File: src/rtl/secded_pkg.sv
// ----------------------------------------------------------------------------
// secded_pkg
// Shared definitions for the extended-Hamming (SECDED) decode path.
//   calc_r(data_w) : number of Hamming parity bits needed for data_w data bits
//                    (smallest r with 2^r >= data_w + r + 1)
//   is_pow2(idx)   : 1 when idx is a Hamming parity position (1, 2, 4, ...)
//   data_pos(i)    : codeword index that carries data bit i
//   syn_class_e    : classification of a received word after syndrome check
// ----------------------------------------------------------------------------
package secded_pkg;

    typedef enum logic [2:0] {
        CLEAN,
        CORR,
        DET_DBL,
        DET_RANGE,
        DET_NOCORR
    } syn_class_e;

    function automatic int calc_r(input int data_w);
        int r;
        r = 1;
        while ((1 << r) < data_w + r + 1) begin
            r++;
        end
        return r;
    endfunction

    function automatic bit is_pow2(input int idx);
        return (idx > 0) && ((idx & (idx - 1)) == 0);
    endfunction

    // Data bits occupy every non-parity position above bit 0, in ascending
    // order, so data bit 0 lands on position 3.
    function automatic int data_pos(input int i);
        int pos;
        int cnt;
        pos = 0;
        cnt = -1;
        while (cnt < i) begin
            pos++;
            if (!is_pow2(pos)) begin
                cnt++;
            end
        end
        return pos;
    endfunction

endpackage

File: src/rtl/secded_syndrome.sv
// ----------------------------------------------------------------------------
// secded_syndrome
// Combinational syndrome generator for an extended-Hamming codeword.
//   code_word [CW-1:0] : received codeword (bit 0 = overall parity)
//   syn       [R-1:0]  : XOR of the indices of all set bits in positions 1..CW-1
//   parity             : XOR of all CW bits (1 = odd number of bit errors)
// Kept separate so the encoder self-check path can reuse it.
// ----------------------------------------------------------------------------
module secded_syndrome #(
    parameter int CW = 12,
    parameter int R  = 4
) (
    input  logic [CW-1:0] code_word,
    output logic [R-1:0]  syn,
    output logic          parity
);

    // A clean codeword has its set-bit indices cancel out, so any residue is
    // the position of a single flipped bit (or garbage for multiple flips).
    always_comb begin
        syn = '0;
        for (int i = 1; i < CW; i++) begin
            if (code_word[i]) begin
                syn = syn ^ R'(i);
            end
        end
    end

    assign parity = ^code_word;

endmodule

File: src/rtl/secded_pipe_decoder.sv
// ----------------------------------------------------------------------------
// secded_pipe_decoder
// Two-stage pipelined SECDED decoder with valid/ready streaming on both sides.
//   i_Clk, i_Rst_n      : clock (rising edge), async active-low reset
//   i_Valid / o_Ready   : upstream handshake, i_CodeWord [CW-1:0], i_CorrEn
//   o_Valid / i_Ready   : downstream handshake
//   o_DecodWord         : decoded data [DATA_W-1:0]
//   o_Syndrome          : {hamming syndrome, overall parity flag} [R:0]
//   o_ErrorC / o_ErrorD : single error corrected / error detected, not fixed
//   i_ClrCnt            : synchronous clear of counters and syndrome log
//   o_CntC / o_CntD     : saturating counts of corrected / detected words
//   o_LastSyn           : syndrome of the last delivered word with nonzero syndrome
// Stage 1 computes the syndrome; stage 2 classifies, corrects and extracts data.
// ----------------------------------------------------------------------------
module secded_pipe_decoder
    import secded_pkg::*;
#(
    parameter int  DATA_W = 7,
    parameter int  CNT_W  = 16,
    localparam int R      = calc_r(DATA_W),
    localparam int CW     = DATA_W + R + 1
) (
    input  logic              i_Clk,
    input  logic              i_Rst_n,
    input  logic              i_Valid,
    output logic              o_Ready,
    input  logic [CW-1:0]     i_CodeWord,
    input  logic              i_CorrEn,
    output logic              o_Valid,
    input  logic              i_Ready,
    output logic [DATA_W-1:0] o_DecodWord,
    output logic [R:0]        o_Syndrome,
    output logic              o_ErrorC,
    output logic              o_ErrorD,
    input  logic              i_ClrCnt,
    output logic [CNT_W-1:0]  o_CntC,
    output logic [CNT_W-1:0]  o_CntD,
    output logic [R:0]        o_LastSyn
);

    localparam logic [R:0] CW_EXT = (R + 1)'(CW);

    logic              v1;
    logic              v2;
    logic              en1;
    logic              en2;
    logic              ce1;
    logic              p1;
    logic              p_calc;
    logic [R-1:0]      s1;
    logic [R-1:0]      s_calc;
    logic [DATA_W-1:0] d_in;
    logic [DATA_W-1:0] d1;
    logic [DATA_W-1:0] d_fix;
    logic              do_flip;
    logic              xfer;
    syn_class_e        cls;

    // Each stage may load when it is empty or its contents move on this cycle.
    assign en2     = !v2 || i_Ready;
    assign en1     = !v1 || en2;
    assign o_Ready = en1;
    assign o_Valid = v2;
    assign xfer    = v2 && i_Ready;

    secded_syndrome #(
        .CW(CW),
        .R (R)
    ) u_syndrome (
        .code_word(i_CodeWord),
        .syn      (s_calc),
        .parity   (p_calc)
    );

    // Only the data positions need to travel down the pipe: a flip landing on
    // a parity position never changes the delivered data.
    for (genvar gi = 0; gi < DATA_W; gi++) begin : g_data
        localparam int POS = data_pos(gi);
        assign d_in[gi]  = i_CodeWord[POS];
        assign d_fix[gi] = d1[gi] ^ (do_flip && (s1 == R'(POS)));
    end

    // Stage 1 captures the data field, correction mode and syndrome.
    always_ff @(posedge i_Clk or negedge i_Rst_n) begin
        if (!i_Rst_n) begin
            v1  <= 1'b0;
            d1  <= '0;
            ce1 <= 1'b0;
            s1  <= '0;
            p1  <= 1'b0;
        end else if (en1) begin
            v1 <= i_Valid;
            if (i_Valid) begin
                d1  <= d_in;
                ce1 <= i_CorrEn;
                s1  <= s_calc;
                p1  <= p_calc;
            end
        end
    end

    // Odd parity means an odd number of flips; only an in-range syndrome can
    // name a real bit to repair. Even parity with a residue is a double error.
    always_comb begin
        cls = CLEAN;
        if (p1) begin
            if ({1'b0, s1} >= CW_EXT) begin
                cls = DET_RANGE;
            end else if (ce1) begin
                cls = CORR;
            end else begin
                cls = DET_NOCORR;
            end
        end else if (s1 != '0) begin
            cls = DET_DBL;
        end
    end

    assign do_flip = (cls == CORR);

    // Stage 2 holds its result while the consumer stalls, so the outputs stay
    // stable until they are taken.
    always_ff @(posedge i_Clk or negedge i_Rst_n) begin
        if (!i_Rst_n) begin
            v2          <= 1'b0;
            o_DecodWord <= '0;
            o_Syndrome  <= '0;
            o_ErrorC    <= 1'b0;
            o_ErrorD    <= 1'b0;
        end else if (en2) begin
            v2 <= v1;
            if (v1) begin
                o_DecodWord <= d_fix;
                o_Syndrome  <= {s1, p1};
                o_ErrorC    <= (cls == CORR);
                o_ErrorD    <= (cls == DET_DBL) || (cls == DET_RANGE) ||
                               (cls == DET_NOCORR);
            end
        end
    end

    // Statistics follow delivered words only; a clear in the same cycle as a
    // delivery discards that delivery's contribution.
    always_ff @(posedge i_Clk or negedge i_Rst_n) begin
        if (!i_Rst_n) begin
            o_CntC    <= '0;
            o_CntD    <= '0;
            o_LastSyn <= '0;
        end else if (i_ClrCnt) begin
            o_CntC    <= '0;
            o_CntD    <= '0;
            o_LastSyn <= '0;
        end else if (xfer) begin
            if (o_ErrorC && (o_CntC != '1)) begin
                o_CntC <= o_CntC + CNT_W'(1);
            end
            if (o_ErrorD && (o_CntD != '1)) begin
                o_CntD <= o_CntD + CNT_W'(1);
            end
            if (o_Syndrome != '0) begin
                o_LastSyn <= o_Syndrome;
            end
        end
    end

endmodule

File: config.mk
export PLATFORM = sky130hd
export DESIGN_NAME = secded_pipe_decoder
export DESIGN_NICKNAME = d
export VERILOG_FILES = /design/src/rtl/secded_pkg.sv /design/src/rtl/secded_syndrome.sv /design/src/rtl/secded_pipe_decoder.sv
export SDC_FILE = /design/constraint.sdc
export NUM_CORES = 1
export LEC_CHECK = 0
export ABC_AREA = 1
export CAP_MARGIN = 0
export CELL_PAD_IN_SITES_DETAIL_PLACEMENT = 1
export CELL_PAD_IN_SITES_GLOBAL_PLACEMENT = 2
export CORE_ASPECT_RATIO = 1.75
export CORE_MARGIN = 5
export CORE_UTILIZATION = 30
export DETAILED_ROUTE_END_ITERATION = 12
export HOLD_SLACK_MARGIN = 0.03
export PLACE_DENSITY = 0.77
export SLEW_MARGIN = 20
export SYNTH_ARGS = -nofsm -noshare
export SYNTH_HDL_FRONTEND = slang
export SYNTH_HIERARCHICAL = 1
export SYNTH_SLANG_ARGS = --single-unit
File: constraint.sdc
create_clock -name i_Clk -period 1.7 [get_ports i_Clk]
set_clock_uncertainty 0.05 [all_clocks]
set_input_delay 0.255 -clock i_Clk [delete_from_list [all_inputs] [get_ports i_Clk]]
set_output_delay 0.255 -clock i_Clk [all_outputs]
set_load 0.1 [all_outputs]
== Word-level counts from Yosys, hierarchy flattened ==
Cells that the tools add are included.

* Flip-flop bits (word level): 66
* Bits of input ports: 18
* Output and inout port bits: 53
* Logic and storage cells: 98

* Add/subtract/negate cells: 2
* $lt $le $gt $ge: 1
* Eq/ne operators: 13
* Mux-type cells: 24
* Bitwise operators: 17
* Reductions and logical operators: 28

{| class="wikitable"
|+ Operator list
! cell !! number
|-
| $mux W16 || 6
|-
| $add A16 B1 Y16 const B || 2
|-
| $ne A16 B16 Y1 const B || 2
|-
| $mux W3 || 7
|-
| $mux W4 || 4
|-
| $mux W5 || 3
|-
| $eq A4 B3 Y1 const B || 3
|-
| $eq A4 B4 Y1 const B || 3
|-
| $reduce_xor A12 Y1 || 1
|-
| $logic_and A1 B1 Y1 || 10
|-
| $not A2 Y2 || 5
|-
| $reduce_and A2 Y1 || 5
|-
| $reduce_bool A2 Y1 || 4
|-
| $xor A1 B1 Y1 || 7
|-
| $eq A3 B2 Y1 const B || 2
|-
| $mux W2 || 3
|-
| $not A3 Y3 || 2
|-
| $reduce_bool A5 Y1 || 1
|-
| $eq A4 B2 Y1 const B || 1
|-
| $ge A4 B4 Y1 const B || 1
|-
| $logic_or A1 B1 Y1 || 4
|-
| $reduce_bool A4 Y1 || 1
|-
| $eq A3 B1 Y1 const B || 1
|-
| $eq A3 B3 Y1 const B || 1
|-
| 3 further kinds || 6
|}

== Longest topological paths before layout ==
* Depth after elaboration: 18
* Mapped depth: 12
* Mapped depth without buffers: 12

== By module ==
The synthesis kept the hierarchy.

{| class="wikitable"
|+ By module, submodules not included
! module !! instances !! cells each !! area each (um2) !! seq. area each (um2)
|-
| secded_pipe_decoder || 1 || 458 || 3644.7 || 1651.6
|-
| secded_syndrome || 1 || 61 || 301.5 || 0.0
|}

== Worst setup path after synthesis ==
OpenSTA, ideal clock, no wires.

* Path kind: register to register
* Start point: register v2, in the netlist o_Valid
* End point: register ce1
* Arrival: 2.880 ns
* Slack: -1.358 ns
* Stages on the path, launching flop included: 5
* Path buffers: 1
* Clock period less this slack: 3.058 ns
* Cell sequence: dfrtp_1 > nand3_1 > nand2_1 > buf_2 > mux2_1

* Longest elaborated chain between the ends: 4

{| class="wikitable"
|+ Ends and longest elaborated chain
! what !! RTL line !! RTL
|-
| start: declaration || secded_pipe_decoder.sv:44 || <nowiki>logic v2;</nowiki>
|-
| start signal: assignment || secded_pipe_decoder.sv:131 || <nowiki>v2 <= v1;</nowiki>
|-
| $logic_not A1 Y1 || secded_pipe_decoder.sv:60 || <nowiki>assign en2 = !v2 || i_Ready;</nowiki>
|-
| $logic_or A1 B1 Y1 || secded_pipe_decoder.sv:60 ||
|-
| $logic_or A1 B1 Y1 || secded_pipe_decoder.sv:61 || <nowiki>assign en1 = !v1 || en2;</nowiki>
|-
| via o_Ready || secded_pipe_decoder.sv:26 || <nowiki>output logic o_Ready,</nowiki>
|-
| $reduce_and A2 Y1 (no line) || -- ||
|-
| end signal: assignment || secded_pipe_decoder.sv:95 || <nowiki>ce1 <= i_CorrEn;</nowiki>
|-
| end: declaration || secded_pipe_decoder.sv:47 || <nowiki>logic ce1;</nowiki>
|}

The timed path passes the listed nets, and every way through them passes these cells.
A chain may end at the register's enable or synchronous reset.

== Final worst setup path ==
* Start point: register o_CntD[1]
* End point: register o_CntD[3]

* Longest elaborated chain between the ends: 4

{| class="wikitable"
|+ Ends and longest elaborated chain
! what !! RTL line !! RTL
|-
| start: declaration || secded_pipe_decoder.sv:37 || <nowiki>output logic [CNT_W-1:0] o_CntD,</nowiki>
|-
| start signal: assignment || secded_pipe_decoder.sv:158 || <nowiki>o_CntD <= o_CntD + CNT_W'(1);</nowiki>
|-
| $add A16 B1 Y16 / $ne A16 B16 Y1 (equally long branches) || secded_pipe_decoder.sv:158, secded_pipe_decoder.sv:157 ||
|-
| $mux W16 / $logic_and A1 B1 Y1 (equally long branches) || secded_pipe_decoder.sv:157 || <nowiki>if (o_ErrorD && (o_CntD != '1)) begin</nowiki>
|-
| $mux W16 / $reduce_bool A2 Y1 (equally long branches) || -- ||
|-
| $mux W16 / $reduce_and A2 Y1 (equally long branches) || -- ||
|}

Parallel ways exist; a longest one is shown, timed or not. The select of a mux whose other input is x is not followed.

==> summary.txt <==
post-synthesis cell count - 519
Synth area leaders - dfrtp_1, nand2_1, nand3_1
status - finished, final reports clean
max-slew violations - 0
unrepaired setup endpoints after global routing - false
vias in the first global route - 4265
top cells by count, synth - nand2_1, nand3_1, dfrtp_1, nor2_1, inv_1
Peak supply drop - 713.1 µV
post-DR vias/cell - 4.795
Detailed Routing Iterations Pass 1 - 4
net count after synthesis - 539
Starting Density - 30.50%
count leader, synth - nand2_1
Setup CP Type - reg2reg
first-pass GRT wire length - 21220 µm
die height - 161.7 µm
clock tree sinks - 66
cell taking the most area after synthesis - dfrtp_1
register clock-pin slew on the reported worst setup and hold paths - 0.05 ns
Synth Area in Adders - 0.6341%
Crit Path Max Fanout - 15
Vias - 3807
Netlist cell types - 30
die area - 15640 µm²
cell breakdown of the critical path - ha_4 -> nand2_2 -> nor2_4 -> nand3_4 -> o21a_4 -> nand3b_1 -> nand2_1
met1 usage - 16.41%
Placer Congestion - 0.7811
hold_ws - 0.4091 ns
XOR/XNOR Fraction of Synth Area - 6.658%
placed cells - 776
WL/cell - 15.57 µm
final worst setup slack - 0.07275 ns
sequential area share after synthesis - 41.85%
DP Wirelength - 9687 µm
Crit-path slowest cell - dfrtp_4
non-filler cells, final - 794
# setup viols final - 0
crit-path max cell delay - 0.46 ns
Fin Setup TNS - 0 ns
CTS Buf Count - 9
Syn. warnings - 6
worst setup path start - o_CntD[1]
crit path time final - 1.627 ns
# rows - 55
io pins - 71
H-tree levels - 3
Worst R2R Start - o_CntD[1]
Hold Crit Class - in2async
met2 usage - 33.65%
final core area utilization - 47.20%
GRT Util Overall - 16.57%
pwr dens - 1104 nW/µm²
Max Freq - 614.5 MHz
CTS tree - yes
top cell type's share of synthesized area - 41.85%
clock buffer depth - 2
Nets - 638
number of max-cap violations - 0
Synth Cell Area - 3946 µm²
Die W - 96.70 µm
crit end category - register
Bufs and invs on worst path - 0
PortBufs - 70
clock root buffer - clkbuf_16
headroom to the max-slew limit - 73.14%
number of synthesized flops with an enable pin - 0
Post-route DRC - 0
Crit path max-delay family - simple AND/OR/NAND/NOR gates
remaining antenna violation count - 0
fraction of synthesized area in multiplexers - 1.712%
initial antenna violation count - 0
busiest grt layer - met2
post-synthesis simple-gate area fraction - 36.14%
Fin. Hold Viols - 0
WP data required - 1.85 ns
Tcrit/Tclk final - 95.72%
syn_area_per_cell - 7.604 µm²
number of antenna diodes - 0
core area - 12940 µm²
Arr. time, crit path - 1.78 ns
actual slew at the worst max-slew pin - 0.4028 ns
largest family of logic cells by synthesized area - simple AND/OR/NAND/NOR gates
gr ovfl total - 0
Skew-Pair Late Insertion Delay - 0.32 ns
Place WS - -0.1984 ns
Synth Register Bits - 66
top_reg_cell synth - dfrtp_1
share of layout cells above drive strength 1 - 30.50%
total wire length - 12360 µm
leakage - 0.002706 µW
pin count of the biggest net entering global routing - 67
compound-cell area share of the yosys netlist - 5.200%
FFs w/ async S/R, synth - 100.0%
Iter 0 DRT Violations - 76
Layout Area Growth over Synthesis - 54.72%
fill count - 1551
startpoint type of the worst setup path - register
grt met3 use - 3.051%
## final cells by class
type	instances	area, µm²	share of cell area, %
flip-flops and latches	66	1714	28.07
clock buffers	11	242.7	3.975
multi-input cells	381	2116	34.65
clock inverters	5	77.57	1.270
repair buffers	103	1526	25.00
well taps	171	214.0	3.504
inverters	57	215.2	3.525
## routing by layer
| layer | vias to the layer above | part of all wire (%) |
|---|---|---|
| met5 | - | 0 |
| met4 | 0 | 1.8 |
| met3 | 16 | 3.0 |
| met2 | 65 | 60 |
| met1 | 1869 | 35 |
| li1 | 1857 | - |
## layout by cell type, fill, tap and decap left out, drive strengths merged
cell type / Yosys / layout
inv: 53 / 53
o21ai: 21 / 21
nand4: 13 / 13
clkdlybuf4s50: 0 / 16
clkinv: 4 / 6
xor2: 23 / 23
nand3b: 15 / 15
clkinvlp: 0 / 1
xnor2: 7 / 7
bufinv: 0 / 2
dlygate4sd3: 0 / 1
o21a: 2 / 2
nor2: 57 / 57
nand3: 73 / 73
ha: 2 / 2
dfrtp: 66 / 66
nor3: 3 / 3
a21oi: 8 / 8
o21bai: 1 / 1
clkbuf: 5 / 11
nand2: 150 / 150
buf: 10 / 86
mux2: 6 / 6
## stage by stage
stage	power (µW)	cell area (µm²)
final	6740	6106
after global routing	7071	6106
after CTS	6846	6101
after detailed placement	4790	5751
after global placement	4741	5751
after floorplan	3669	4139
## what timing repair did
item                       in CTS  in global routing
setup endpoints to repair       9                  3
hold endpoints to repair       66                  0
hold buffers                    1                  0
buffers inserted                1                  0
pin swaps                       1                  0
gates resized for setup         0                  2
## flip-flops by register name, indices dropped and copies added (netlist names), 4 cells and up
| register | cells |
|---|---|
| o_CntD | 16 |
| d1 | 7 |
| o_CntC | 16 |
| o_LastSyn | 5 |
| o_DecodWord | 7 |
| s1 | 4 |
| o_Syndrome | 5 |
## where the power goes
| part | internal [µW] | total, µW | switching (µW) |
|---|---|---|---|
| Combinational | 935 | 2690 | 1750 |
| Clock | 1320 | 1990 | 674 |
| Sequential | 1800 | 2060 | 265 |
## logic make-up after synthesis
| logic type | Yosys count |
|---|---|
| and+or+nand+nor | 311 |
| muxes | 6 |
| adders and majority gates | 2 |
| DFF | 66 |
| buffers and inverters | 72 |
| AOI/OAI and AO/OA | 32 |
| xor gates and xnor gates | 30 |
## tightest hold or removal path, delay by kind of cell
kind / cells / cell delay, ns
buffers and inverters: 3 / 0.93
## worst paths after layout
path	endpoint	slack (ns)	cells past startpoint
min in group i_Clk	d1[3]	0.49	1
min	o_CntC[2]	0.41	3
max	o_CntD[3]	0.07	7
max in group asynchronous	o_Valid	0.81	3
min reg2reg	d1[3]	0.49	1
max reg2reg	o_CntD[3]	0.07	7
Power figures use the tool's default switching activity.
